[src/rtl/native_initiator.sv]
// native_initiator: turns one outstanding read/write command into handshakes on
// the native valid/ready memory bus (raddr/rdata/waddr/wdata) and returns a
// response holding the read data or a timeout error.
module native_initiator #(
  parameter int bus_width      = 32,
  parameter int timeout_cycles = 64
) (
  input  logic                 clk,
  input  logic                 rst,
  // command side
  input  logic                 req_valid,
  output logic                 req_ready,
  input  logic                 req_write,
  input  logic [bus_width-1:0] req_addr,
  input  logic [bus_width-1:0] req_wdata,
  // response side
  output logic                 resp_valid,
  input  logic                 resp_ready,
  output logic                 resp_write,
  output logic [bus_width-1:0] resp_rdata,
  output logic                 resp_err,
  // read address channel
  output logic                 raddr_valid,
  input  logic                 raddr_ready,
  output logic [bus_width-1:0] raddr,
  // read data channel
  input  logic                 rdata_valid,
  output logic                 rdata_ready,
  input  logic [bus_width-1:0] rdata,
  // write address channel
  output logic                 waddr_valid,
  input  logic                 waddr_ready,
  output logic [bus_width-1:0] waddr,
  // write data channel
  output logic                 wdata_valid,
  input  logic                 wdata_ready,
  output logic [bus_width-1:0] wdata
);

  typedef enum logic [2:0] {
    IDLE    = 3'd0,
    RD_ADDR = 3'd1,
    RD_DATA = 3'd2,
    WR      = 3'd3,
    RESP    = 3'd4
  } state_t;

  // Timeout limit in the 16-bit counter domain; zero turns the timeout off.
  localparam logic [15:0] TIMEOUT = 16'(timeout_cycles);

  state_t               r_state;
  state_t               w_state_next;
  logic                 r_req_ready;
  logic                 r_waddr_valid;
  logic                 r_wdata_valid;
  logic                 r_resp_write;
  logic                 r_resp_err;
  logic [bus_width-1:0] r_addr;
  logic [bus_width-1:0] r_wdata;
  logic [bus_width-1:0] r_resp_rdata;
  logic [15:0]          r_cnt;

  logic                 w_accept;
  logic                 w_busy;
  logic [15:0]          w_cnt_inc;
  logic                 w_timeout;
  logic                 w_rd_done;
  logic                 w_wr_done;
  logic                 w_err_set;

  assign w_accept  = r_req_ready && req_valid;
  assign w_busy    = (r_state == RD_ADDR) || (r_state == RD_DATA) || (r_state == WR);
  assign w_cnt_inc = r_cnt + 16'd1;
  assign w_timeout = w_busy && (TIMEOUT != 16'd0) && (w_cnt_inc == TIMEOUT);
  assign w_rd_done = (r_state == RD_DATA) && rdata_valid;
  // A write is done once every channel still pending handshakes this cycle.
  assign w_wr_done = (r_state == WR) &&
                     (!r_waddr_valid || waddr_ready) &&
                     (!r_wdata_valid || wdata_ready);
  // A completion landing on the timeout edge takes priority over the error.
  assign w_err_set = w_timeout && !w_rd_done && !w_wr_done;

  // State register.
  always_ff @(posedge clk) begin
    if (rst) r_state <= IDLE;
    else     r_state <= w_state_next;
  end

  // Next-state decode.
  always_comb begin
    w_state_next = r_state;
    case (r_state)
      IDLE:    if (w_accept) w_state_next = req_write ? WR : RD_ADDR;
      RD_ADDR: begin
        if (w_timeout)        w_state_next = RESP;
        else if (raddr_ready) w_state_next = RD_DATA;
      end
      RD_DATA: if (rdata_valid || w_timeout) w_state_next = RESP;
      WR:      if (w_wr_done || w_timeout)   w_state_next = RESP;
      RESP:    if (resp_ready) w_state_next = IDLE;
      default: w_state_next = IDLE;
    endcase
  end

  // Command latch, write-channel valids, timeout counter and response fields.
  always_ff @(posedge clk) begin
    if (rst) begin
      r_req_ready   <= 1'b0;
      r_waddr_valid <= 1'b0;
      r_wdata_valid <= 1'b0;
      r_resp_write  <= 1'b0;
      r_resp_err    <= 1'b0;
      r_addr        <= '0;
      r_wdata       <= '0;
      r_resp_rdata  <= '0;
      r_cnt         <= '0;
    end else begin
      r_req_ready <= (w_state_next == IDLE);
      if (w_busy) r_cnt <= w_cnt_inc;
      case (r_state)
        IDLE: begin
          if (w_accept) begin
            r_addr        <= req_addr;
            r_wdata       <= req_wdata;
            r_resp_write  <= req_write;
            r_resp_rdata  <= '0;
            r_resp_err    <= 1'b0;
            r_cnt         <= '0;
            r_waddr_valid <= req_write;
            r_wdata_valid <= req_write;
          end
        end
        RD_DATA: if (rdata_valid) r_resp_rdata <= rdata;
        WR: begin
          // Each channel drops on its own handshake and is never raised again.
          if (waddr_ready) r_waddr_valid <= 1'b0;
          if (wdata_ready) r_wdata_valid <= 1'b0;
        end
        default: ;
      endcase
      if (w_err_set) begin
        r_resp_err    <= 1'b1;
        r_resp_rdata  <= '0;
        r_waddr_valid <= 1'b0;
        r_wdata_valid <= 1'b0;
      end
    end
  end

  assign req_ready   = r_req_ready;
  assign raddr_valid = (r_state == RD_ADDR);
  assign rdata_ready = (r_state == RD_DATA);
  assign resp_valid  = (r_state == RESP);
  assign waddr_valid = r_waddr_valid;
  assign wdata_valid = r_wdata_valid;
  assign raddr       = r_addr;
  assign waddr       = r_addr;
  assign wdata       = r_wdata;
  assign resp_write  = r_resp_write;
  assign resp_rdata  = r_resp_rdata;
  assign resp_err    = r_resp_err;

endmodule

[config.mk]
export PLATFORM = sky130hd
export DESIGN_NAME = native_initiator
export DESIGN_NICKNAME = d
export VERILOG_FILES = /design/src/rtl/native_initiator.sv
export SDC_FILE = /design/constraint.sdc
export NUM_CORES = 1
export LEC_CHECK = 0
export CORE_ASPECT_RATIO = 1.1
export CORE_UTILIZATION = 39
export CTS_BUF_LIST = sky130_fd_sc_hd__clkbuf_2
export DETAILED_ROUTE_END_ITERATION = 7
export GPL_ROUTABILITY_DRIVEN = 0
export PLACE_DENSITY = 0.86
export RECOVER_POWER = 50
export SLEW_MARGIN = 0
export SYNTH_ARGS = -nofsm -noshare
export SYNTH_HDL_FRONTEND = slang
export SYNTH_SLANG_ARGS = --single-unit
[constraint.sdc]
create_clock -name clk -period 2.52 [get_ports clk]
set_clock_uncertainty 0.2 [all_clocks]
set_input_delay 0.504 -clock clk [delete_from_list [all_inputs] [get_ports clk]]
set_output_delay 0.504 -clock clk [all_outputs]
set_load 0.02 [all_outputs]
==> impl_metrics.toml, run 1 <==
[run_status]
outcome = "complete, no violations"

[placed_design]
hpwl_mm = 11.4
place.port_buffers = 240
detailed_place.area_mm2 = 0.00778
setup_slack_placement_ns = -0.0252

[clock_network]
cts_tree = "yes"
clockBufferDepth = 2
worstSkewPairLatency_ns = 0.64
cts_inserted_buffers = 17
ctsHtreeMaxLevel = 4
cts.reportedPaths.clkPinSlew_ns = 0.19
clk_root_buffer_cell = "sky130_fd_sc_hd__clkbuf_2"
numClockSinks = 120

[floorplanning]
io_pins = 241
initial_utilization = 0.402
floorplan.die.height_um = 125
placement_rows = 44
fp.coreArea_mm2 = 0.0133
design.die.area_mm2 = 0.0141
die_w_um = 113

[pwr]
power_density_mw_per_mm2 = 509
worst_ir_drop_vdd_mv = 0.226
static-leakage-power_nw = 2.87

[yosys]
post-synth-top-count-cell = "sky130_fd_sc_hd__nand2_1"
ys_types = 47
synthDominantAreaCellType = "sky130_fd_sc_hd__dfxtp_1"
syn-num-nets = 781
synth-edff-count = 0
ys_seq_area_frac = 0.451
syn_avg_cell_area_um2 = 7.91
syn_inst = 674
ys.warnings.count = 0
synthTopCellsByCount = "142 x sky130_fd_sc_hd__nand2_1, 120 x sky130_fd_sc_hd__dfxtp_1, 69 x sky130_fd_sc_hd__a21oi_1"
most_used_dff_post_synth = "sky130_fd_sc_hd__dfxtp_1"
synth_largest_type_area_fraction = 0.451
synth_area_mm2 = 0.00533
synth.area.top_cells = "sky130_fd_sc_hd__dfxtp_1 45%, sky130_fd_sc_hd__nand2_1 10%, sky130_fd_sc_hd__a21oi_1 6.5%, sky130_fd_sc_hd__a211oi_1 4.6%, sky130_fd_sc_hd__buf_4 4.5%"
synth.ff_latch_count = 120
async_reset_ff_frac = 0

[critical_path]
worstSetupPathType = "reg -> reg"
worst_ep_arrival_time_ns = 2.80
cp-start-kind = "flop"
worst_path_dominant_cell_family = "simple AND/OR/NAND/NOR gates"
worst-path-max-fanout = 7
worstPathCellList = "ha_2 > nand3_2 > or3_1 > a221o_1 > nor4b_4 > buf_6 > clkbuf_16 > a211oi_2"
critPathRequiredTime_ns = 2.84
worst_setup_path_end_kind = "flop"
cp.buffers_inverters = 2
max_stage_delay_ns = 0.39
slowest_stage = "sky130_fd_sc_hd__a221o_1"

[global_route]
grt_pass1_vias = 4955
gr-usage-met2 = 0.389
most_congested_layer_reported_by_global_routing = "met2"
antenna_violations_before_repair = 0
global_route.overflow_total = 0
grt.met1_usage = 0.258
gr-usage-all-layers = 0.224
grt_max_degree = 51
gr-usage-met3 = 0.0681
grt_first_pass_wirelength_mm = 25.1

[route]
detail_route.first_pass.iterations = 5
antenna_violating_nets_post_route = 0
wl_per_cell_um = 15.0
num_vias = 5401
detail_route.iter0.violations = 381
drc = 0
vias_per_cell = 5.01
routed_wl_mm = 16.2

[sta]
finalHoldViolations = 0
tightest_slew_ns = 0.570
max-slew-margin-rel = 0.620
fin_crit_sh = 0.983
timing_limited_maximum_frequency_mhz = 404
hold_ws_ns = 0.179
final.min_clock_period_ns = 2.48
layout_setup_ws_ns = 0.0431
slew_violations = 0
setup_violations_final = 0

[layout]
syn2layout_area_growth_pct = 51.8
nNetsFinal = 991
post-route-cell-area_mm2 = 0.00809
drive_gt1_frac = 0.0950
insertedDiodeCount = 0

[min_path]
min_path_type = "in -> reg"

[flow_run]
max_cap_violations = 0
## flip-flops by register name (all words and copies together) (netlist names)
| signal | count |
|---|---|
| r_cnt | 16 |
| r_state | 3 |
| raddr | 32 |
| req_ready | 1 |
| resp_err | 1 |
| resp_rdata | 32 |
| resp_write | 1 |
| waddr_valid | 1 |
| wdata | 32 |
| wdata_valid | 1 |
## worst reg2reg max path, cell delays in order, from the launching register on
cell and delay, ns:
sky130_fd_sc_hd__dfxtp_1 0.38, sky130_fd_sc_hd__ha_2 0.20, sky130_fd_sc_hd__nand3_2 0.08, sky130_fd_sc_hd__or3_1 0.38, sky130_fd_sc_hd__a221o_1 0.39, sky130_fd_sc_hd__nor4b_4 0.32, sky130_fd_sc_hd__buf_6 0.19, sky130_fd_sc_hd__clkbuf_16 0.16
sky130_fd_sc_hd__a211oi_2 0.06
## layout make-up
cell class / instances / area [um^2]
fillers: 1168 / 5180
repair buffers: 278 / 2770
flip-flops and latches: 120 / 2410
multi-input cells: 430 / 2340
well taps: 184 / 230
inverters: 37 / 143
clock inverters: 11 / 109
clock buffers: 19 / 95.1
## repair_timing
| item | in CTS | in global routing |
|---|---|---|
| gates cloned | 0 | 3 |
| resized for setup | 15 | 11 |
| endpoints found under the setup margin | 6 | 39 |
| hold endpoints to repair | 7 | 0 |
| pin swaps | 1 | 3 |
| hold buffers | 1 | 0 |
| buffers inserted | 0 | 6 |
## per-layer routing
metal | part of all wire | up-vias
li1 | - | 2657
met1 | 0.41 | 2501
met2 | 0.50 | 216
met3 | 0.070 | 27
met4 | 0.024 | 0
met5 | 0 | -
## report_power, final
part	internal [mW]	switching (mW)	leakage (nW)	total, mW
registers	1.99	0.0567	0.975	2.04
logic	0.454	0.490	1.76	0.944
clock network	0.437	0.691	0.134	1.13
total	2.88	1.24	2.87	4.12
## cells in the final DEF (no fill, tap or decap), drive strengths merged, types with 2 or more instances in the layout
| master | synthesis | final |
|---|---|---|
| a211oi | 36 | 36 |
| a21o | 5 | 5 |
| a21oi | 69 | 69 |
| a31oi | 35 | 35 |
| a41oi | 3 | 3 |
| and2 | 2 | 2 |
| and3 | 5 | 5 |
| and4 | 3 | 3 |
| buf | 50 | 31 |
| bufinv | 0 | 2 |
| clkbuf | 37 | 30 |
| clkdlybuf4s50 | 0 | 214 |
| clkinv | 0 | 8 |
| clkinvlp | 0 | 2 |
| dfxtp | 120 | 120 |
| dlygate4sd3 | 0 | 20 |
| ha | 2 | 2 |
| inv | 37 | 36 |
| nand2 | 142 | 142 |
| nand2b | 2 | 2 |
| nand3 | 7 | 7 |
| nand3b | 3 | 3 |
| nand4 | 6 | 6 |
| nor2 | 53 | 53 |
| nor2b | 2 | 2 |
| nor3 | 9 | 9 |
| nor4 | 2 | 2 |
| nor4b | 2 | 2 |
| nor4bb | 2 | 2 |
| o21ai | 6 | 6 |
| o311ai | 2 | 2 |
| or3 | 3 | 3 |
| xnor2 | 9 | 9 |
| xor2 | 11 | 11 |
## cells by family after synthesis
| group | Yosys count | synth area share |
|---|---|---|
| buf+inv | 124 | 0.117 |
| flops | 120 | 0.451 |
| xor+xnor | 20 | 0.0329 |
| simple gates | 244 | 0.200 |
| compound gates | 163 | 0.193 |
| mux | 1 | 0.00188 |
| fa+ha+maj | 2 | 0.00470 |
## through the flow
step                      power, mW  TNS [ns]   util  cells
final                          4.12         0  0.610   1079
after global placement         3.04         0  0.586   1039
after global routing           4.32  -0.00171  0.610   1079
after detailed placement       3.05   -0.0813  0.586   1039
after floorplan                2.56         0      -    674
after CTS                      4.18         0  0.603   1070
## path summary, 6_finish.rpt
path | startpoint | end | slack [ns] | cells past startpoint
worst max register to register | r_cnt[1] | resp_rdata[23] | 0.04 | 8
worst min register to register | wdata[3] | wdata[3] | 0.26 | 2
worst max-delay path | r_cnt[1] | resp_rdata[23] | 0.04 | 8
worst min-delay path | req_wdata[26] | wdata[26] | 0.18 | 3
Note: power is estimated with default switching activity, not from simulation.
==> run 2: changes to the inputs <==
- clock period: 2.52 -> 2.2 ns (I/O delays scaled with it)
==> impl_metrics.toml, run 2 (synthesis gave the netlist of run 1 again) <==
[clock_network]
cts_inserted_buffers = 17
clk_root_buffer_cell = "sky130_fd_sc_hd__clkbuf_2"
ctsHtreeMaxLevel = 4
cts.reportedPaths.clkPinSlew_ns = 0.19
clockBufferDepth = 2
cts_tree = "yes"
numClockSinks = 120
worstSkewPairLatency_ns = 0.68

[layout]
post-route-cell-area_mm2 = 0.00841
mostFrequentLayoutCells = "141 x sky130_fd_sc_hd__nand2_1, 126 x sky130_fd_sc_hd__dlygate4sd2_1, 113 x sky130_fd_sc_hd__dfxtp_1"
area_taken_by_flip_flops_and_latches_mm2 = 0.00242
filler_cell_count = 1141
multi_input_logic_area_mm2 = 0.00242
syn2layout_area_growth_pct = 57.8
layout.cells.most_common = "sky130_fd_sc_hd__nand2_1"
drive_gt1_frac = 0.149
nNetsFinal = 1022
insertedDiodeCount = 0

[floorplanning]
floorplan.die.height_um = 125
fp.coreArea_mm2 = 0.0133
placement_rows = 44
io_pins = 241
die_w_um = 113
design.die.area_mm2 = 0.0141
initial_utilization = 0.402

[critical_path]
slowest_stage = "sky130_fd_sc_hd__dfxtp_4"
critPathRequiredTime_ns = 2.59
worst_path_dominant_cell_family = "simple AND/OR/NAND/NOR gates"
worst_ep_arrival_time_ns = 2.82
max_stage_delay_ns = 0.41
worst-r2r-setup-slack_ns = -0.23
worstSetupPathType = "reg -> reg"
worst-path-max-fanout = 5
worstPathCellList = "ha_4 > nand3_4 > or3_4 > a221o_1 > nor4b_4 > buf_6 > buf_12 > buf_16 > a211oi_1"
cp.buffers_inverters = 3
worst_setup_path_end_kind = "flop"
cp-start-kind = "flop"

[route]
drc = 0
antenna_violating_nets_post_route = 0
wirelength_met1_mm = 6.71
top_layer = "met4"
met3RoutedLength_mm = 1.34
detail_route.iter0.violations = 340
vias_per_cell = 4.95
wl_per_cell_um = 15.4
routed_wl_mm = 17.1
num_vias = 5502
detail_route.first_pass.iterations = 6
met2RoutedLength_mm = 8.44

[sta]
final.min_clock_period_ns = 2.43
tightest_slew_ns = 0.582
hold_ws_ns = 0.0687
rsz0062_at_grt = "true"
setup_violations_final = 105
fin_crit_sh = 1.10
max-slew-margin-rel = 0.607
timing_limited_maximum_frequency_mhz = 412
layout_setup_ws_ns = -0.229
finalHoldViolations = 0
slew_violations = 0

[placed_design]
hpwl_mm = 11.9
detailed_place.area_mm2 = 0.00802
place.port_buffers = 240
setup_slack_placement_ns = -0.378

[run_status]
violations = "negative setup slack"
outcome = "finished, violations left"

[flow_run]
max_cap_violations = 0

[global_route]
grt_max_degree = 87
gr-usage-all-layers = 0.237
grt_first_pass_wirelength_mm = 26.1
global_route.overflow_total = 0
antenna_violations_before_repair = 0
grt_pass1_vias = 5164

[pwr]
final_total_pwr_mw = 4.74
power_density_mw_per_mm2 = 564
worst_ir_drop_vdd_mv = 0.259
static-leakage-power_nw = 3.64

[min_path]
min_path_type = "in -> reg"
-- run 2: cell types whose count changed in the layout (fill, tap and decap cells not counted), sizes merged --
cell	delta
buf	+37
clkbuf	-6
clkdlybuf4s15	+3
clkdlybuf4s50	-111
clkinvlp	+2
dlygate4sd2	+125
dlygate4sd3	-19
inv	+1
-- run 2: metrics by stage --
stage,setup TNS (ns),std cells,util
after floorplan,-3.85,674,-
after global placement,-27.75,1062,0.605
after detailed placement,-36.12,1062,0.605
after CTS,-6.52,1106,0.627
after global routing,-15.84,1111,0.634
final,-9.32,1111,0.634
-- run 2: report_power, final --
| part | total [mW] | internal [mW] | switching (mW) |
|---|---|---|---|
| Clock | 1.35 | 0.498 | 0.849 |
| Combinational | 1.06 | 0.481 | 0.578 |
| Sequential | 2.34 | 2.27 | 0.0645 |
-- run 2: path summary, 6_finish.rpt --
kind | start | to | depth (start not counted)
worst min register to register | wdata[29] | wdata[29] | 2
worst max-delay path | r_cnt[0] | resp_rdata[17] | 9
worst min-delay path | req_wdata[4] | wdata[4] | 3
worst max register to register | r_cnt[0] | resp_rdata[17] | 9
-- run 2: final cells by class --
class	count	share of cell area
Tap cell	184	0.0274
Sequential cell	120	0.288
Clock buffer	17	0.0101
Inverter	37	0.0165
Multi-Input combinational cell	430	0.287
Clock inverter	14	0.0161
Timing Repair Buffer	309	0.354
-- run 2: what timing repair did --
action | CTS | global route
endpoints found under the setup margin | 174 | 79
cloned | 4 | 2
pin swaps | 3 | 9
endpoints found under the hold margin | 14 | 0
gates resized for setup | 173 | 34
hold buffers | 1 | 0
setup buffers | 9 | 5
-- run 2: worst reg2reg max path, cell delays in order (launching register included) --
cell and delay, ns:
sky130_fd_sc_hd__dfxtp_4 0.41, sky130_fd_sc_hd__ha_4 0.16, sky130_fd_sc_hd__nand3_4 0.07, sky130_fd_sc_hd__or3_4 0.37, sky130_fd_sc_hd__a221o_1 0.40, sky130_fd_sc_hd__nor4b_4 0.29
sky130_fd_sc_hd__buf_6 0.17, sky130_fd_sc_hd__buf_12 0.12, sky130_fd_sc_hd__buf_16 0.11, sky130_fd_sc_hd__a211oi_1 0.07
-- run 2: per-layer routing --
metal | global-route usage | vias to the layer above
met4 | 0.116 | 0
met3 | 0.0793 | 40
met2 | 0.410 | 217
met5 | 0 | -
li1 | - | 2726
met1 | 0.258 | 2519
